`src/rtl/crypto_stream_pkg.sv`:
```
// Shared definitions for the crypto_stream nibble cipher.
//   mode_e        : beat mode (MODE_ENC = 0, MODE_DEC = 1)
//   DEFAULT_TAPS  : default LFSR feedback mask
//   DEFAULT_SEED  : default LFSR reset / fallback value
//   sbox_fwd/inv  : 4-bit substitution and its exact inverse
package crypto_stream_pkg;

    typedef enum logic {
        MODE_ENC = 1'b0,
        MODE_DEC = 1'b1
    } mode_e;

    localparam logic [7:0] DEFAULT_TAPS = 8'hF8;
    localparam logic [7:0] DEFAULT_SEED = 8'hAC;

    function automatic logic [3:0] sbox_fwd(input logic [3:0] n);
        logic [3:0] r;
        case (n)
            4'h0: r = 4'h6;  4'h1: r = 4'h4;  4'h2: r = 4'hC;  4'h3: r = 4'h5;
            4'h4: r = 4'h0;  4'h5: r = 4'h7;  4'h6: r = 4'h2;  4'h7: r = 4'hE;
            4'h8: r = 4'h1;  4'h9: r = 4'hF;  4'hA: r = 4'h3;  4'hB: r = 4'hD;
            4'hC: r = 4'h8;  4'hD: r = 4'hA;  4'hE: r = 4'h9;  default: r = 4'hB;
        endcase
        return r;
    endfunction

    function automatic logic [3:0] sbox_inv(input logic [3:0] n);
        logic [3:0] r;
        case (n)
            4'h0: r = 4'h4;  4'h1: r = 4'h8;  4'h2: r = 4'h6;  4'h3: r = 4'hA;
            4'h4: r = 4'h1;  4'h5: r = 4'h3;  4'h6: r = 4'h0;  4'h7: r = 4'h5;
            4'h8: r = 4'hC;  4'h9: r = 4'hE;  4'hA: r = 4'hD;  4'hB: r = 4'hF;
            4'hC: r = 4'h2;  4'hD: r = 4'hB;  4'hE: r = 4'h7;  default: r = 4'h9;
        endcase
        return r;
    endfunction

endpackage

```
`src/rtl/crypto_stream_keygen.sv`:
```
// Key generator: Fibonacci-style LFSR supplying one key per accepted beat,
// plus the 16-bit accepted-beat counter.
//   clk, rst   : clock / synchronous active-high reset
//   advance    : a beat is accepted this cycle (step LFSR, bump counter)
//   seed_load  : reload LFSR from seed_in (SEED when seed_in is zero)
//   seed_in    : new LFSR value
//   key        : current LFSR value, the key for a beat accepted this cycle
//   beat_cnt   : accepted-beat count, wraps, untouched by seed loads
module crypto_stream_keygen
    import crypto_stream_pkg::*;
#(
    parameter int                DATA_W = 8,
    parameter logic [DATA_W-1:0] TAPS   = DATA_W'(DEFAULT_TAPS),
    parameter logic [DATA_W-1:0] SEED   = DATA_W'(DEFAULT_SEED)
) (
    input  logic              clk,
    input  logic              rst,
    input  logic              advance,
    input  logic              seed_load,
    input  logic [DATA_W-1:0] seed_in,
    output logic [DATA_W-1:0] key,
    output logic [15:0]       beat_cnt
);

    logic [DATA_W-1:0] lfsr_q, lfsr_d;
    logic [15:0]       cnt_q, cnt_d;

    always_comb begin
        lfsr_d = lfsr_q;
        cnt_d  = cnt_q;
        // advance is never high together with seed_load (in_ready is low),
        // so the seed simply wins here.
        if (seed_load) begin
            // An all-zero LFSR would lock up; fall back to SEED instead.
            lfsr_d = (seed_in == '0) ? SEED : seed_in;
        end else if (advance) begin
            lfsr_d = {lfsr_q[DATA_W-2:0], ^(lfsr_q & TAPS)};
        end
        if (advance) begin
            cnt_d = cnt_q + 16'd1;
        end
    end

    always_ff @(posedge clk) begin
        if (rst) begin
            lfsr_q <= SEED;
            cnt_q  <= '0;
        end else begin
            lfsr_q <= lfsr_d;
            cnt_q  <= cnt_d;
        end
    end

    assign key      = lfsr_q;
    assign beat_cnt = cnt_q;

endmodule

```
`src/rtl/crypto_stream.sv`:
```
// Two-stage streaming nibble cipher with an LFSR key stream.
//   encrypt: S(rotl1(x ^ k))      decrypt: rotr1(Sinv(y)) ^ k
// Stage 1 does rotl1(x^k) / Sinv(y); stage 2 does S(t) / rotr1(t)^k.
//   clk, rst              : clock / synchronous active-high reset
//   seed_load, seed_in    : reload the key LFSR (blocks acceptance that cycle)
//   in_valid/in_ready     : input handshake, in_mode/in_data the beat
//   out_valid/out_ready   : output handshake, out_data/out_mode the result
//   beat_cnt              : number of accepted input beats (wrapping)
module crypto_stream
    import crypto_stream_pkg::*;
#(
    parameter int                DATA_W = 8,
    parameter logic [DATA_W-1:0] TAPS   = DATA_W'(DEFAULT_TAPS),
    parameter logic [DATA_W-1:0] SEED   = DATA_W'(DEFAULT_SEED)
) (
    input  logic              clk,
    input  logic              rst,
    input  logic              seed_load,
    input  logic [DATA_W-1:0] seed_in,
    input  logic              in_valid,
    output logic              in_ready,
    input  logic              in_mode,
    input  logic [DATA_W-1:0] in_data,
    output logic              out_valid,
    input  logic              out_ready,
    output logic [DATA_W-1:0] out_data,
    output logic              out_mode,
    output logic [15:0]       beat_cnt
);

    localparam int NIBBLES = DATA_W / 4;

    logic              s1_valid_q, s1_mode_q;
    logic [DATA_W-1:0] s1_val_q, s1_key_q;
    logic              s2_valid_q, s2_mode_q;
    logic [DATA_W-1:0] s2_val_q;

    logic [DATA_W-1:0] key;
    logic [DATA_W-1:0] mix, in_sinv, s1_sfwd;
    logic [DATA_W-1:0] s1_val_d, s2_val_d;
    logic              s2_adv, s1_en, accept;

    // Stage 2 moves when empty or being drained; stage 1 may load whenever
    // its contents can move on, giving full rate with no bubbles.
    assign s2_adv   = !s2_valid_q || out_ready;
    assign s1_en    = !s1_valid_q || s2_adv;
    assign in_ready = !rst && !seed_load && s1_en;
    assign accept   = in_valid && in_ready;

    crypto_stream_keygen #(
        .DATA_W (DATA_W),
        .TAPS   (TAPS),
        .SEED   (SEED)
    ) u_keygen (
        .clk       (clk),
        .rst       (rst),
        .advance   (accept),
        .seed_load (seed_load),
        .seed_in   (seed_in),
        .key       (key),
        .beat_cnt  (beat_cnt)
    );

    genvar gi;
    generate
        for (gi = 0; gi < NIBBLES; gi++) begin : g_nib
            assign in_sinv[gi*4 +: 4] = sbox_inv(in_data[gi*4 +: 4]);
            assign s1_sfwd[gi*4 +: 4] = sbox_fwd(s1_val_q[gi*4 +: 4]);
        end
    endgenerate

    assign mix      = in_data ^ key;
    assign s1_val_d = (in_mode == MODE_DEC) ? in_sinv
                                            : {mix[DATA_W-2:0], mix[DATA_W-1]};
    assign s2_val_d = (s1_mode_q == MODE_DEC)
                    ? ({s1_val_q[0], s1_val_q[DATA_W-1:1]} ^ s1_key_q)
                    : s1_sfwd;

    always_ff @(posedge clk) begin
        if (rst) begin
            s1_valid_q <= 1'b0;
            s1_mode_q  <= 1'b0;
            s1_val_q   <= '0;
            s1_key_q   <= '0;
            s2_valid_q <= 1'b0;
            s2_mode_q  <= 1'b0;
            s2_val_q   <= '0;
        end else begin
            if (s1_en) begin
                s1_valid_q <= accept;
                if (accept) begin
                    s1_mode_q <= in_mode;
                    s1_val_q  <= s1_val_d;
                    // Key is captured here so a later seed load cannot
                    // affect a beat already in flight.
                    s1_key_q  <= key;
                end
            end
            if (s2_adv) begin
                s2_valid_q <= s1_valid_q;
                // Payload only updates on a real beat, so out_data keeps its
                // last value rather than picking up stale stage-1 contents.
                if (s1_valid_q) begin
                    s2_mode_q <= s1_mode_q;
                    s2_val_q  <= s2_val_d;
                end
            end
        end
    end

    assign out_valid = s2_valid_q;
    assign out_data  = s2_val_q;
    assign out_mode  = s2_mode_q;

endmodule

```
`config.mk`:
```
export PLATFORM = sky130hd
export DESIGN_NAME = crypto_stream
export DESIGN_NICKNAME = d
export VERILOG_FILES = /design/src/rtl/crypto_stream_pkg.sv /design/src/rtl/crypto_stream_keygen.sv /design/src/rtl/crypto_stream.sv
export SDC_FILE = /design/constraint.sdc
export NUM_CORES = 1
export LEC_CHECK = 0
export CAP_MARGIN = 5
export CORE_MARGIN = 2
export CORE_UTILIZATION = 42
export DETAILED_ROUTE_END_ITERATION = 10
export HOLD_SLACK_MARGIN = 0.05
export SYNTH_ARGS = -nofsm -noshare
export SYNTH_HDL_FRONTEND = slang
export SYNTH_HIERARCHICAL = 1
export SYNTH_SLANG_ARGS = --single-unit
```
`constraint.sdc`:
```
create_clock -name clk -period 2.66 [get_ports clk]
set_input_delay 0.399 -clock clk [delete_from_list [all_inputs] [get_ports clk]]
set_output_delay 0.399 -clock clk [all_outputs]
set_load 0.005 [all_outputs]
```
Yosys cells after proc, flatten, opt, wreduce, memory -nomap -nowiden
Memories as Yosys holds them, arrays and structs flattened. A register that Yosys moved wholly into a read port is not among the register bits. Cells that the tools add are included.

$add $sub $neg: 1. Multiply operators: 0. Div/mod/pow operators: 0. Magnitude comparators: 0. Eq/ne operators: 0. Shifts and indexed selects: 0. Mux-type cells: 9. Bitwise operators: 2. Reductions and logical operators: 14.

Operator list (count): $mux W8 (5); $add A16 B1 Y16 const B (1); $mux W4 (4); $xor A8 B8 Y8 (2); $logic_not A8 Y1 (1); $reduce_xor A8 Y1 (1); $logic_not A1 Y1 (4); $reduce_and A2 Y1 (2); $logic_and A1 B1 Y1 (3); $logic_or A1 B1 Y1 (2); $reduce_bool A2 Y1 (1).

Bits in registers: 52. Bits in latches: 0. Bits in writable memories: 0. Bits in read-only memories: 256. Memories kept: 4.

Memory list: (no name shown) (depth 16, width 4, rd ports 1, clocked after memory_dff 1, write ports 0, line crypto_stream_pkg.sv:18) `case (n)`; (no name shown) (depth 16, width 4, rd ports 1, clocked after memory_dff 0, write ports 0, line crypto_stream_pkg.sv:29) `case (n)`; (no name shown) (depth 16, width 4, rd ports 1, clocked after memory_dff 1, write ports 0, line crypto_stream_pkg.sv:18); (no name shown) (depth 16, width 4, rd ports 1, clocked after memory_dff 0, write ports 0, line crypto_stream_pkg.sv:29).

Depth between registers and ports, before layout
Gate-level depths: netlist of the first run.

Word-level depth: 8. Mapped depth: 10.

Hierarchy
Netlist of the first run, hierarchy kept.

Modules (own cells, without submodules): crypto_stream (instances 1, cells an instance 246, area an instance 2078.2 um^2, sequential area each 720.7 um^2); crypto_stream_keygen (instances 1, cells an instance 130, area an instance 1142.3 um^2, sequential area each 480.5 um^2).

Worst setup path after synthesis of the first run
OpenSTA, ideal clock, no wires.

Path type: input port to flip-flop. From: input port rst. To: register u_keygen.cnt_q[13], in the netlist u_keygen/beat_cnt[13]. Data arrival time: 2.211 ns. Data required time: 2.589 ns. Setup slack: 0.379 ns. Cell stages on the path: 10. Buffers on the path: 3. Cells stage by stage: nor3b_4 -> nand2_2 -> inv_2 -> buf_1 -> buf_2 -> and4_1 -> buf_2 -> nand3_1 -> or3_1 -> a21oi_1.

Cells in the longest elaborated chain, start to end: 4.

Ends and longest elaborated chain: start, declared (line crypto_stream.sv:17) `input logic rst,`; $logic_not A1 Y1 (line crypto_stream.sv:47) `assign in_ready = !rst && !seed_load && s1_en;`; $logic_and A1 B1 Y1 (2 in a row) (line crypto_stream.sv:47); $logic_and A1 B1 Y1 (line crypto_stream.sv:48) `assign accept = in_valid && in_ready;`; net accept (line crypto_stream.sv:41) `logic s2_adv, s1_en, accept;`; end signal, assigned (line crypto_stream_keygen.sv:50) `cnt_q <= cnt_d;`; end, declared (line crypto_stream_keygen.sv:26) `logic [15:0] cnt_q, cnt_d;`.

The timed path passes the listed nets, and every way through them passes these cells. A chain may end at the register's enable or synchronous reset.

Final worst setup path of the first run
From: input port out_ready. To: output port in_ready.

Cells in the longest elaborated chain, start to end: 3.

Ends and longest elaborated chain: start, declared (line crypto_stream.sv:25) `input logic out_ready,`; $logic_or A1 B1 Y1 (line crypto_stream.sv:45) `assign s2_adv = !s2_valid_q || out_ready;`; $logic_or A1 B1 Y1 (line crypto_stream.sv:46) `assign s1_en = !s1_valid_q || s2_adv;`; $logic_and A1 B1 Y1 (line crypto_stream.sv:47); end, declared (line crypto_stream.sv:21) `output logic in_ready,`.

No other way between the ends.

==> results.cfg, run 1 <==
[outcome]
status = completed

[floorplan]
io-pin-count = 49
rows = 31
fp.dieH_um = 91.6
die_w_um = 91.6
start_util_pct = 43.9
die-area_mm2 = 0.00838
core_mm2 = 0.00733

[critical_path]
cpMostUsedCell = clkdlybuf4s50_1
path_class = input pin to output port
critPathLaunchType = input pin
slowest_stage = clkdlybuf4s50_1
path_cells = clkdlybuf4s50_1, and3b_1, nor3_1, clkdlybuf4s50_1
cp.required_ns = 2.26
end_kind = output port
crit_family = buffers and inverters
path_buf_inv = 2
slowest_delay_ns = 0.55
arrival_ns = 1.96
crit_fanout = 5

[global_route]
first_global_vias = 2743
antenna_found_initial = 0
grt_pass1_wl_mm = 12.9
grt_max_degree = 34
grt_use_total_pct = 19.3
grt.overflow.total = 0

[logic_synthesis]
yosysMostFrequentCell = dfxtp_1
synth_commonest_cells = dfxtp_1 (60), nor2_1 (51), a21oi_1 (32)
ys_warn_count = 6
synth_area_leaders = dfxtp_1 (37%), nor2_1 (5.9%), xnor2_1 (5.7%)
synth.distinct_cells = 61
async_flop_share_pct = 0
synth_top_cell_area_share_pct = 37.3
synth_area_mm2 = 0.00322
yosysSeqAreaShare_pct = 37.3
synth_edf_count = 0
synthCells = 376
synth_seq_cells = 60
post_synth.cell_area_avg_um2 = 8.57
yosys.area.top_type = dfxtp_1
synth_ff_type = dfxtp_1
syn_nets = 409

[cells_and_area]
syn2layout_area_growth_pct = 28.9
nets = 482
diodes = 0
post-route-util_pct = 56.6
layout-drive-gt1-share_pct = 14.8
fill_cells = 700

[clock_network]
post_cts_resized = 0
post_cts_buffers = 0
cts-root-buf = clkbuf_8
cts_buffer_depth = 2
cts_tree = done
insertion_delay_ns = 0.33
clk_pin_slew_ns = 0.06
htreeDepth = 3
ctsHoldBuffers = 0
cts.sinks = 60
cts_buffers = 9

[routing]
routed_wl_mm = 7.53
vias = 2854
ant_nets = 0
drt-pass1-iter-count = 4
drc = 0
vias_per_cell = 5.17
wl_per_cell_um = 13.6
drt_iter0_drc = 101

[timing]
finalMaxSlewViolations = 0
slew-limit-headroom_pct = 58.9
setup_viol = 0
min_period_ns = 2.36
max_freq_mhz = 424
hold_violations = 0
tns_ns = 0
worst_pin_slew_ns = 0.614
skew_ns = 0.00770
rsz0062_at_grt = no
post-route-period-util_pct = 88.7
fin_hold_ws_ns = 0.470

[flow_run]
max_cap_viol_count = 0

[pwr]
powerDensity_mw_per_mm2 = 474
p_leak_nw = 1.60
ir_worst_vdd_mv = 0.324

[place]
dp_hpwl_mm = 5.67
port_buffers = 48
globalplace.congestion = 0.812

[hold_path]
min-delay-path-class = flip-flop to flip-flop
==> final timing paths <==
kind              cells past startpoint                      from                        to  slack, ns
setup reg to reg                      9    out_valid$_SDFFE_PP0P_        s1_sfwd[0]$_DFF_P_       0.60
hold / removal                        2  s1_key_q[2]$_SDFFE_PP0N_  s1_key_q[2]$_SDFFE_PP0N_       0.47
hold reg to reg                       2  s1_key_q[2]$_SDFFE_PP0N_  s1_key_q[2]$_SDFFE_PP0N_       0.47
setup / recovery                      4                 out_ready                  in_ready       0.30
==> where the power goes <==
| part | total (mW) | switching, mW | internal (mW) |
|---|---|---|---|
| registers | 0.963 | 0.0292 | 0.934 |
| logic | 0.301 | 0.145 | 0.156 |
| clock network | 0.706 | 0.353 | 0.353 |
| total | 1.97 | 0.527 | 1.44 |
==> worst min-delay path, delay by kind of cell, from the launching register on <==
family,cells,cell delay [ns]
AND/OR/NAND/NOR,1,0.06
AO/OA/AOI/OAI,1,0.05
flip-flops,1,0.32
==> placed cells by master, fill, tap and decap left out, types with 3 or more instances in the layout <==
master	Yosys	final
buf_4	1	36
o21ai_0	11	11
nand4_1	8	8
a221oi_1	3	3
o31ai_1	3	3
mux2i_1	13	13
nand2_1	29	29
dfxtp_1	60	60
and2_1	5	5
and3_1	3	3
o22ai_1	3	3
clkinv_2	0	4
nand3_1	5	5
a211oi_1	10	10
inv_1	12	12
nand3b_1	3	3
clkdlybuf4s50_1	0	47
ha_1	11	11
xnor2_1	21	21
o211ai_1	5	5
clkbuf_8	0	10
a21oi_1	32	32
xor2_1	10	10
nor2_1	51	51
or3_1	4	4
nand2b_1	4	4
nor3_1	5	5
==> flip-flops by register name, summed over array words and instances, names as in the netlist <==
name,count
s1_mode_q,1
s1_val_q,8
s1_sfwd,8
out_valid,1
u_keygen/key,8
s1_key_q,8
s1_valid_q,1
u_keygen/beat_cnt,16
out_data,8
out_mode,1
==> layer usage <==
| metal | wire (um) | GRT usage [%] | vias to the layer above |
|---|---|---|---|
| met2 | 3260 | 28.6 | 59 |
| met3 | 265 | 5.56 | 2 |
| met4 | 44 | 6.19 | 0 |
| met1 | 3960 | 26.9 | 1322 |
| met5 | 0 | 0 | - |
| li1 | - | - | 1471 |
==> metrics by stage <==
stage / power (mW) / setup WS, ns / cells / area (um2)
after floorplan: 1.16 / 0.379 / 376 / 3220
after global placement: 1.28 / 0.0261 / 537 / 3990
after detailed placement: 1.28 / 0.0183 / 537 / 3990
after CTS: 1.99 / 0.317 / 552 / 4150
after global routing: 2.08 / 0.238 / 552 / 4150
final: 1.97 / 0.300 / 552 / 4150
==> cell families (layout without fill, tap and decap cells) <==
| family | count (synthesis) | after routing | synth area share [%] |
|---|---|---|---|
| AND/OR/NAND/NOR | 134 | 134 | 21.0 |
| AO/OA/AOI/OAI | 88 | 88 | 18.7 |
| flip-flops | 60 | 60 | 37.3 |
| buffers and inverters | 36 | 113 | 4.86 |
| XOR/XNOR | 32 | 32 | 9.13 |
| multiplexers | 15 | 15 | 4.74 |
| adder cells (fa/ha/maj) | 11 | 11 | 4.27 |
==> area by class of cell <==
cell class / instances / area (um2) / area share (%)
Tap cell: 99 / 124 / 2.98
Inverter: 14 / 52.6 / 1.27
Clock inverter: 5 / 28.8 / 0.693
Clock buffer: 10 / 138 / 3.31
Multi-Input combinational cell: 280 / 1860 / 44.9
Sequential cell: 60 / 1200 / 28.9
Timing Repair Buffer: 84 / 746 / 18.0
(Power assumes the default switching activity.)
==> inputs of run 2 (changes only) <==
- CORE_UTILIZATION: 42 -> 54
- PLACE_DENSITY: not set -> 0.8
- SKIP_LAST_GASP: not set -> 1
==> results.cfg, run 2 (synthesis results as in run 1) <==
[outcome]
status = completed

[clock_network]
post_cts_resized = 0
cts.sinks = 60
cts-root-buf = clkbuf_8
cts_buffers = 9
clk_pin_slew_ns = 0.06
cts_buffer_depth = 2
htreeDepth = 3
post_cts_buffers = 0
ctsHoldBuffers = 0
cts_tree = done
insertion_delay_ns = 0.35

[pwr]
ir_worst_vdd_mv = 0.302
p_leak_nw = 1.57
powerDensity_mw_per_mm2 = 498
finalPower_mw = 2.04

[place]
globalplace.congestion = 0.875
dp_hpwl_mm = 5.44
place_area_mm2 = 0.00391
dp.cells = 507
port_buffers = 48

[timing]
rsz0062_at_grt = no
setup_viol = 0
slew-limit-headroom_pct = 59.5
min_period_ns = 2.35
hold_violations = 0
fin_hold_ws_ns = 0.469
skew_ns = 0.00577
worst_pin_slew_ns = 0.605
max_freq_mhz = 426
finalMaxSlewViolations = 0
post-route-period-util_pct = 88.2

[cells_and_area]
diodes = 0
final_cell_mix = dfxtp_1 (60), nor2_1 (51), clkdlybuf4s50_1 (47)
post-route-util_pct = 70.0
layout_commonest_cell = dfxtp_1
layout-drive-gt1-share_pct = 13.4
fill_cells = 480
nets = 476
postLayoutCellArea_mm2 = 0.00410
largest_reg_flops = 16
final_cells = 523
syn2layout_area_growth_pct = 27.2

[global_route]
grt_use_total_pct = 23.9
grt_pass1_wl_mm = 12.1
grt.overflow.total = 0
first_global_vias = 2687
grt_max_degree = 26
antenna_found_initial = 0

[critical_path]
critPathLaunchType = input pin
crit_family = simple AND/OR/NAND/NOR gates
path_cells = clkdlybuf4s50_1, nand2b_1, and3_1, o31ai_1, mux2i_1, or2_2, ha_1, mux2i_1, o211ai_1
cpMostUsedCell = mux2i_1
arrival_ns = 2.55
path_buf_inv = 1
cp.required_ns = 2.87
slowest_stage = clkdlybuf4s50_1
crit_fanout = 3
end_kind = flip-flop
path_class = input pin to flip-flop
slowest_delay_ns = 0.44

[floorplan]
core_mm2 = 0.00585
die-area_mm2 = 0.00660
fp.dieH_um = 81.2
rows = 28
io-pin-count = 49
die_w_um = 81.2
start_util_pct = 55.0

[flow_run]
max_cap_viol_count = 0

[routing]
vias_per_cell = 5.55
ant_nets = 0
drc = 0
routed_wl_mm = 7.28
drt_iter0_drc = 131
wl_per_cell_um = 13.9
drt-pass1-iter-count = 4
vias = 2903

[hold_path]
min-delay-path-class = flip-flop to flip-flop
[run 2: cell count changes in the layout (fill, tap and decap cells not counted)]
cell	delta
clkbuf_1	+2
clkbuf_8	-1
buf_4	-6
clkinv_2	-1
bufinv_16	+1
clkinvlp_4	+1
clkinv_4	-1
[run 2: per-layer routing]
layer  track usage [%]  share of wire, %
met5                 0                 0
met4              10.7               1.7
met3              4.44               4.6
met2              38.1                47
met1              31.4                47
[run 2: cell type report]
| cell class | count | area, um2 | share of cell area (%) |
|---|---|---|---|
| inverter | 14 | 52.6 | 1.28 |
| multi-input combinational | 280 | 1860 | 45.5 |
| clock inverter | 5 | 52.6 | 1.28 |
| tap | 75 | 93.8 | 2.29 |
| sequential | 60 | 1200 | 29.3 |
| clock buffer | 11 | 131 | 3.21 |
| timing repair buffer | 78 | 701 | 17.1 |
[run 2: worst reg2reg max path: stages, from the launching register on]
cell      delay (ns)
dfxtp_1         0.43
nand3b_4        0.13
nand2_2         0.13
inv_2           0.12
mux2i_1         0.14
or2_2           0.33
ha_1            0.28
nor3b_1         0.26
a211oi_2        0.07
[run 2: path summary, 6_finish.rpt]
check / endpoint / slack, ns / from / depth (start not counted)
worst max-delay path: s1_sfwd[5]$_DFF_P_ / 0.31 / in_data[4] / 9
worst min-delay path: s1_key_q[6]$_SDFFE_PP0N_ / 0.47 / s1_key_q[6]$_SDFFE_PP0N_ / 2
worst max register to register: s1_sfwd[1]$_DFF_P_ / 0.66 / out_valid$_SDFFE_PP0P_ / 8
worst min register to register: s1_key_q[6]$_SDFFE_PP0N_ / 0.47 / s1_key_q[6]$_SDFFE_PP0N_ / 2
[run 2: stage by stage]
stage                     TNS [ns]  setup WS (ns)
after floorplan                  0          0.379
after global placement           0         0.0324
after detailed placement   -0.0456        -0.0288
after CTS                        0          0.326
after global routing             0          0.163
final                            0          0.313
[run 2: report_power, final]
| group | internal, mW | switching, mW |
|---|---|---|
| clock | 0.428 | 0.356 |
| sequential | 0.934 | 0.0297 |
| combinational | 0.149 | 0.142 |
| total | 1.51 | 0.528 |
==> inputs of run 3 (changes only) <==
- SETUP_SLACK_MARGIN: not set -> 0.4
- SLEW_MARGIN: not set -> 10
==> results.cfg, run 3 (synthesis results as in run 1) <==
[timing]
rsz0062_at_grt = yes
setup_viol = 0
slew-limit-headroom_pct = 56.4
min_period_ns = 2.23
fin_hold_ws_ns = 0.438
max_freq_mhz = 449
post-route-period-util_pct = 83.7
worst_pin_slew_ns = 0.651
skew_ns = 0.00976
finalMaxSlewViolations = 0
hold_violations = 0

[critical_path]
r2r_slack_ns = 0.65
reg2regPathDepth = 8
end_kind = flip-flop
path_cells = clkdlybuf4s50_1, buf_4, o21bai_1, a221oi_2, o31ai_4, and2_4, inv_1, ha_1, mux2i_1, o211ai_1
slowest_delay_ns = 0.52
r2r-end = s1_sfwd[1]$_DFF_P_
cp.required_ns = 2.86
arrival_ns = 2.43
slowest_stage = clkdlybuf4s50_1
crit_fanout = 7
critPathLaunchType = input pin
path_class = input pin to flip-flop
reg2reg_from = out_valid$_SDFFE_PP0P_

[global_route]
antenna_found_initial = 0
grt_use_total_pct = 24.3
grt_pass1_wl_mm = 12.3
grt.overflow.total = 0
first_global_vias = 2658
grt_max_degree = 36

[floorplan]
io-pin-count = 49
rows = 28
fp.dieH_um = 81.2
die-area_mm2 = 0.00660
start_util_pct = 55.0
core_mm2 = 0.00585
die_w_um = 81.2

[place]
dp.cells = 509
globalplace.congestion = 0.844
dp_hpwl_mm = 5.46
port_buffers = 48

[cells_and_area]
final_cells = 528
multi_input_area_mm2 = 0.00195
layout_commonest_cell = dfxtp_1
syn2layout_area_growth_pct = 33.3
nets = 481
final_cell_mix = dfxtp_1 (60), nor2_1 (51), clkdlybuf4s50_1 (41)
register_area_mm2 = 0.00120
layout-drive-gt1-share_pct = 17.9
diodes = 0
largest_reg_flops = 16
fill_cells = 415

[hold_path]
min-delay-path-class = input pin to flip-flop
hold_start = out_ready
whs_endpoint = out_valid$_SDFFE_PP0P_
min_path_cells = 4

[pwr]
powerDensity_mw_per_mm2 = 524
p_leak_nw = 1.69
seq_power_share_pct = 42.9
sw_frac_of_total_pct = 24.4
clock_power_share_pct = 42.9
ir_worst_vdd_mv = 0.460
switching_power_mw = 0.547
p_int_mw = 1.70
power_frac_comb_pct = 14.2

[routing]
drt_iter0_drc = 142
routed_wl_mm = 7.69
ant_nets = 0
vias = 2992
drc = 0
wl_per_cell_um = 14.6
drt-pass1-iter-count = 4
vias_per_cell = 5.67

[clock_network]
ctsHoldBuffers = 0
cts_buffer_depth = 2
cts_buffers = 9
cts_tree = done
insertion_delay_ns = 0.34
cts.sinks = 60
cts-root-buf = clkbuf_8
htreeDepth = 3
clk_pin_slew_ns = 0.07

[outcome]
status = completed

[flow_run]
max_cap_viol_count = 0
[run 3: changes by cell type in the layout (fill, tap and decap cells not counted), moves of 3 or more]
cell	delta
clkinv_2	-3
clkbuf_8	+3
o31ai_1	-3
buf_4	+5
o21ai_0	-3
dlymetal6s2s_1	+6
clkdlybuf4s50_1	-6
[run 3: worst max-delay path by stage]
stage,cells past startpoint,startpoint,end
floorplan,9,in_data[4],s1_sfwd[5]$_DFF_P_
global placement,9,seed_load,s1_sfwd[0]$_DFF_P_
detailed placement,9,in_data[4],s1_sfwd[5]$_DFF_P_
CTS,9,seed_load,s1_sfwd[5]$_DFF_P_
global route,10,in_data[7],s1_sfwd[1]$_DFF_P_
finish,10,in_data[7],s1_sfwd[5]$_DFF_P_
[run 3: timing repair]
item	in CTS	in global routing
gates resized for setup	4	26
setup buffers	1	2
endpoints found under the setup margin	5	11
pin swaps	0	1
[run 3: cell type report]
| type | instances | area share, % |
|---|---|---|
| Inverter | 14 | 1.34 |
| Clock buffer | 13 | 3.94 |
| Multi-Input combinational cell | 280 | 45.4 |
| Sequential cell | 60 | 28.0 |
| Timing Repair Buffer | 83 | 17.6 |
| Tap cell | 75 | 2.19 |
| Clock inverter | 3 | 1.57 |
[run 3: per-stage QoR]
step                TNS (ns)  setup WS, ns  instance area (um2)  power [mW]  utilization (%)
floorplan                  0         0.488                 3220        1.16                -
global placement           0        0.0550                 3930        1.27             67.1
detailed placement   -0.0472       -0.0472                 3930        1.28             67.1
CTS                        0         0.369                 4180        2.23             71.4
global route               0         0.305                 4290        2.33             73.4
finish                     0         0.434                 4290        2.25             73.4
[run 3: critical path: cells and delay by family]
kind            cells  cell delay (ns)
buf+inv             3             0.80
compound gates      4             0.63
fa+ha+maj           1             0.24
simple gates        1             0.18
mux                 1             0.17
[run 3: routing by layer]
layer / global-route usage (%) / vias to the layer above / share of wire (%)
li1: - / 1468 / -
met1: 32.4 / 1426 / 47
met2: 38.1 / 84 / 47
met3: 4.67 / 14 / 4.3
met4: 10.7 / 0 / 1.8
met5: 0 / - / 0
[run 3: power by group through the flow]
stage / clock [mW] / sequential (mW) / combinational (mW)
final: 0.963 / 0.964 / 0.320
after global routing: 1.01 / 0.968 / 0.350
after CTS: 0.970 / 0.963 / 0.297
after detailed placement: 0 / 0.983 / 0.293
after global placement: 0 / 0.982 / 0.283
after floorplan: 0 / 0.975 / 0.187
==> patch, RTL diff (flow settings as in run 2) <==
Make the reset (`rst`) asynchronous in 2 clocked blocks. Comments in the files are not updated.
--- a/src/rtl/crypto_stream_keygen.sv
+++ b/src/rtl/crypto_stream_keygen.sv
@@ -42,5 +42,5 @@
     end
 
-    always_ff @(posedge clk) begin
+    always_ff @(posedge clk or posedge rst) begin
         if (rst) begin
             lfsr_q <= SEED;
--- a/src/rtl/crypto_stream.sv
+++ b/src/rtl/crypto_stream.sv
@@ -77,5 +77,5 @@
                     : s1_sfwd;
 
-    always_ff @(posedge clk) begin
+    always_ff @(posedge clk or posedge rst) begin
         if (rst) begin
             s1_valid_q <= 1'b0;
Function: differs if rst is asserted again (counterexample within 4 cycles, from zero or initial values and one cycle with rst high); with rst held inactive, the same outputs for 10 cycles.
==> patch against run 2 <==
Area after synthesis down 5.1%. Sequential share of layout area rose by 6.5 points. First-iteration DRC count down 56%. Clock skew rose by 0.0028 ns. Critical path type is now in2out. Hold slack better by 0.014 ns. Sequential cell count decreased by 8. Routed wire length down 22%. Setup slack gained 0.25 ns. Utilization is 3.3 points lower. Design area decreased by 11%. Critical endpoint is now in_ready.
Power is not compared: it rests on default switching activity, and its combinational part moved more than twofold at a synthesized area within 25%.
==> patch: results (changes against run 2) <==
Placed design
  • GP Congestion: 0.818 (-6.5%)
  • IO buf count: 48 (unchanged)
  • DP HPWL: 4250 um (-22%)
  • Pre-CTS WS: 0.471 ns (+0.499 ns)

Hold path
  • Hold Crit Class: reg2reg
  • Hold Path Origin: out_data[5]$_DFFE_PP0P_
  • Hold path depth: 2 (unchanged)

Routing
  • Metal3 WL: 172 um (-49%)
  • Iter 0 DRT Violations: 58 (-56%)
  • Pre-antenna DRT Iters: 4 (unchanged)
  • Top layer in use: met4
  • Drt total wl: 5690 um (-22%)
  • Vias per cell: 5.37 (-3.2%)
  • M1 WL: 2600 um (-24%)
  • Metal2 WL: 2850 um (-16%)

Clock network
  • Deepest clock path buffer count: 2 (unchanged)
  • Post-CTS sizing: 0 (unchanged)
  • Post-CTS Setup Bufs: 0 (unchanged)
  • CTS Root Cell: clkbuf_8
  • H-tree levels: 2 (-1)
  • Reg clk slew, reported paths: 0.09 ns (+0.03 ns)
  • Clock latency on the worst-skew pair: 0.30 ns (-0.05 ns)
  • Num CTS Buffers: 5 (-4)

Finish
  • Layout cells sized above 1: 0.0958 (-0.0382)
  • ANT cells: 0 (unchanged)
  • Max FFs per register: 16 (unchanged)
  • FILL cells: 438 (-8.8%)
  • Nets: 388 (-18%)

Global route
  • Vias in the first global route: 2216 (-18%)
  • Largest net degree at the start of global routing: 29 (+12%)
  • First-pass GRT wire length: 10100 um (-17%)
  • Global-route usage over all layers: 0.201 (-0.0376)
  • Initial antenna violation count: 0 (unchanged)

Yosys
  • Top post-synthesis cells by area: dfrtp_1 39%, xor2_1 5.7%, o21ai_0 4.6%, ha_1 4.5%, nand2_1 4.2%
  • Ys flop type: dfrtp_1
  • Yosys cell types: 43 (-30%)
  • Post-synth top cells: 48 x dfrtp_1, 34 x nand2_1, 28 x o21ai_0
  • Syn Nets: 347 (-15%)
  • Ys async rst share: 1.00 (+1.00)
  • Seq/Total Area, Yosys: 0.427 (+0.0542)

Setup path
  • Worst r2r path cells: 6 (-2)
  • Worst Path Max Fanout: 3 (unchanged)
  • Setup crit start: out_ready
  • R2r startpoint: out_valid$_DFFE_PP0P_
  • Crit path DAT: 1.69 ns (-0.86 ns)

Status
  • Status: complete, no violations

STA
  • Worst slew margin: 0.602 (+0.00753)
  • Final hold vios: 0 (unchanged)
  • Slew Viols, Final: 0 (unchanged)
  • Worst-case clock skew: 0.00862 ns (+0.00284 ns)

Power and ir drop
  • Pleak: 1.61 nW
  • Worst vdd ir: 0.404 mV
patch: final timing paths:
kind                                                     endpoint  slack, ns
worst max-delay path                                     in_ready       0.57
worst min-delay path                      out_data[5]$_DFFE_PP0P_       0.48
worst max register to register  u_keygen/beat_cnt[13]$_DFFE_PP0P_       0.99
worst min register to register            out_data[5]$_DFFE_PP0P_       0.48
max in group asynchronous             u_keygen/key[3]$_DFFE_PP1P_       1.88
min in group asynchronous        u_keygen/beat_cnt[4]$_DFFE_PP0P_       0.49
patch: logic make-up (layout without fill, tap and decap cells):
group                      Yosys count  after routing  synth area share
buffers and inverters               34             75            0.0503
DFF                                 52             52             0.427
adders and majority gates           13             13            0.0516
and+or+nand+nor                    100            100             0.179
xor gates and xnor gates            32             32            0.0966
muxes                               21             21            0.0732
AOI/OAI and AO/OA                   62             62             0.122
patch: cell type report:
cell class	count	area, um^2	area share
Clock inverter	2	12.5	0.00343
Multi-Input combinational cell	228	1600	0.438
Clock buffer	5	68.8	0.0189
Tap cell	72	90.1	0.0247
Sequential cell	52	1310	0.358
Inverter	15	56.3	0.0154
Timing Repair Buffer	53	518	0.142
patch: report_power, final:
part           internal (mW)  switching, mW  total (mW)  leakage [nW]
Sequential             0.951          0.210        1.16         0.651
Clock                  0.179          0.249       0.427        0.0400
Combinational          0.417          0.269       0.686         0.921
patch: critical path: stages:
cell	delay, ns
clkdlybuf4s50_1	0.46
nand3b_1	0.19
and2_1	0.15
clkdlybuf4s50_1	0.49
patch: stage by stage:
step	std cells	instance area (um^2)	hold WS, ns	utilization	total power, mW
after CTS	427	3650	0.485	0.667	2.31
after floorplan	314	3060	0.411	-	1.56
after detailed placement	420	3570	0.467	0.652	1.87
after global placement	420	3570	0.460	0.652	1.84
final	427	3650	0.482	0.667	2.27
after global routing	427	3650	0.507	0.667	2.44
patch: metal layers:
layer | GRT usage | up-vias
met2 | 0.340 | 47
met1 | 0.264 | 1077
met3 | 0.0375 | 7
li1 | - | 1164
met5 | 0 | -
met4 | 0.0586 | 0
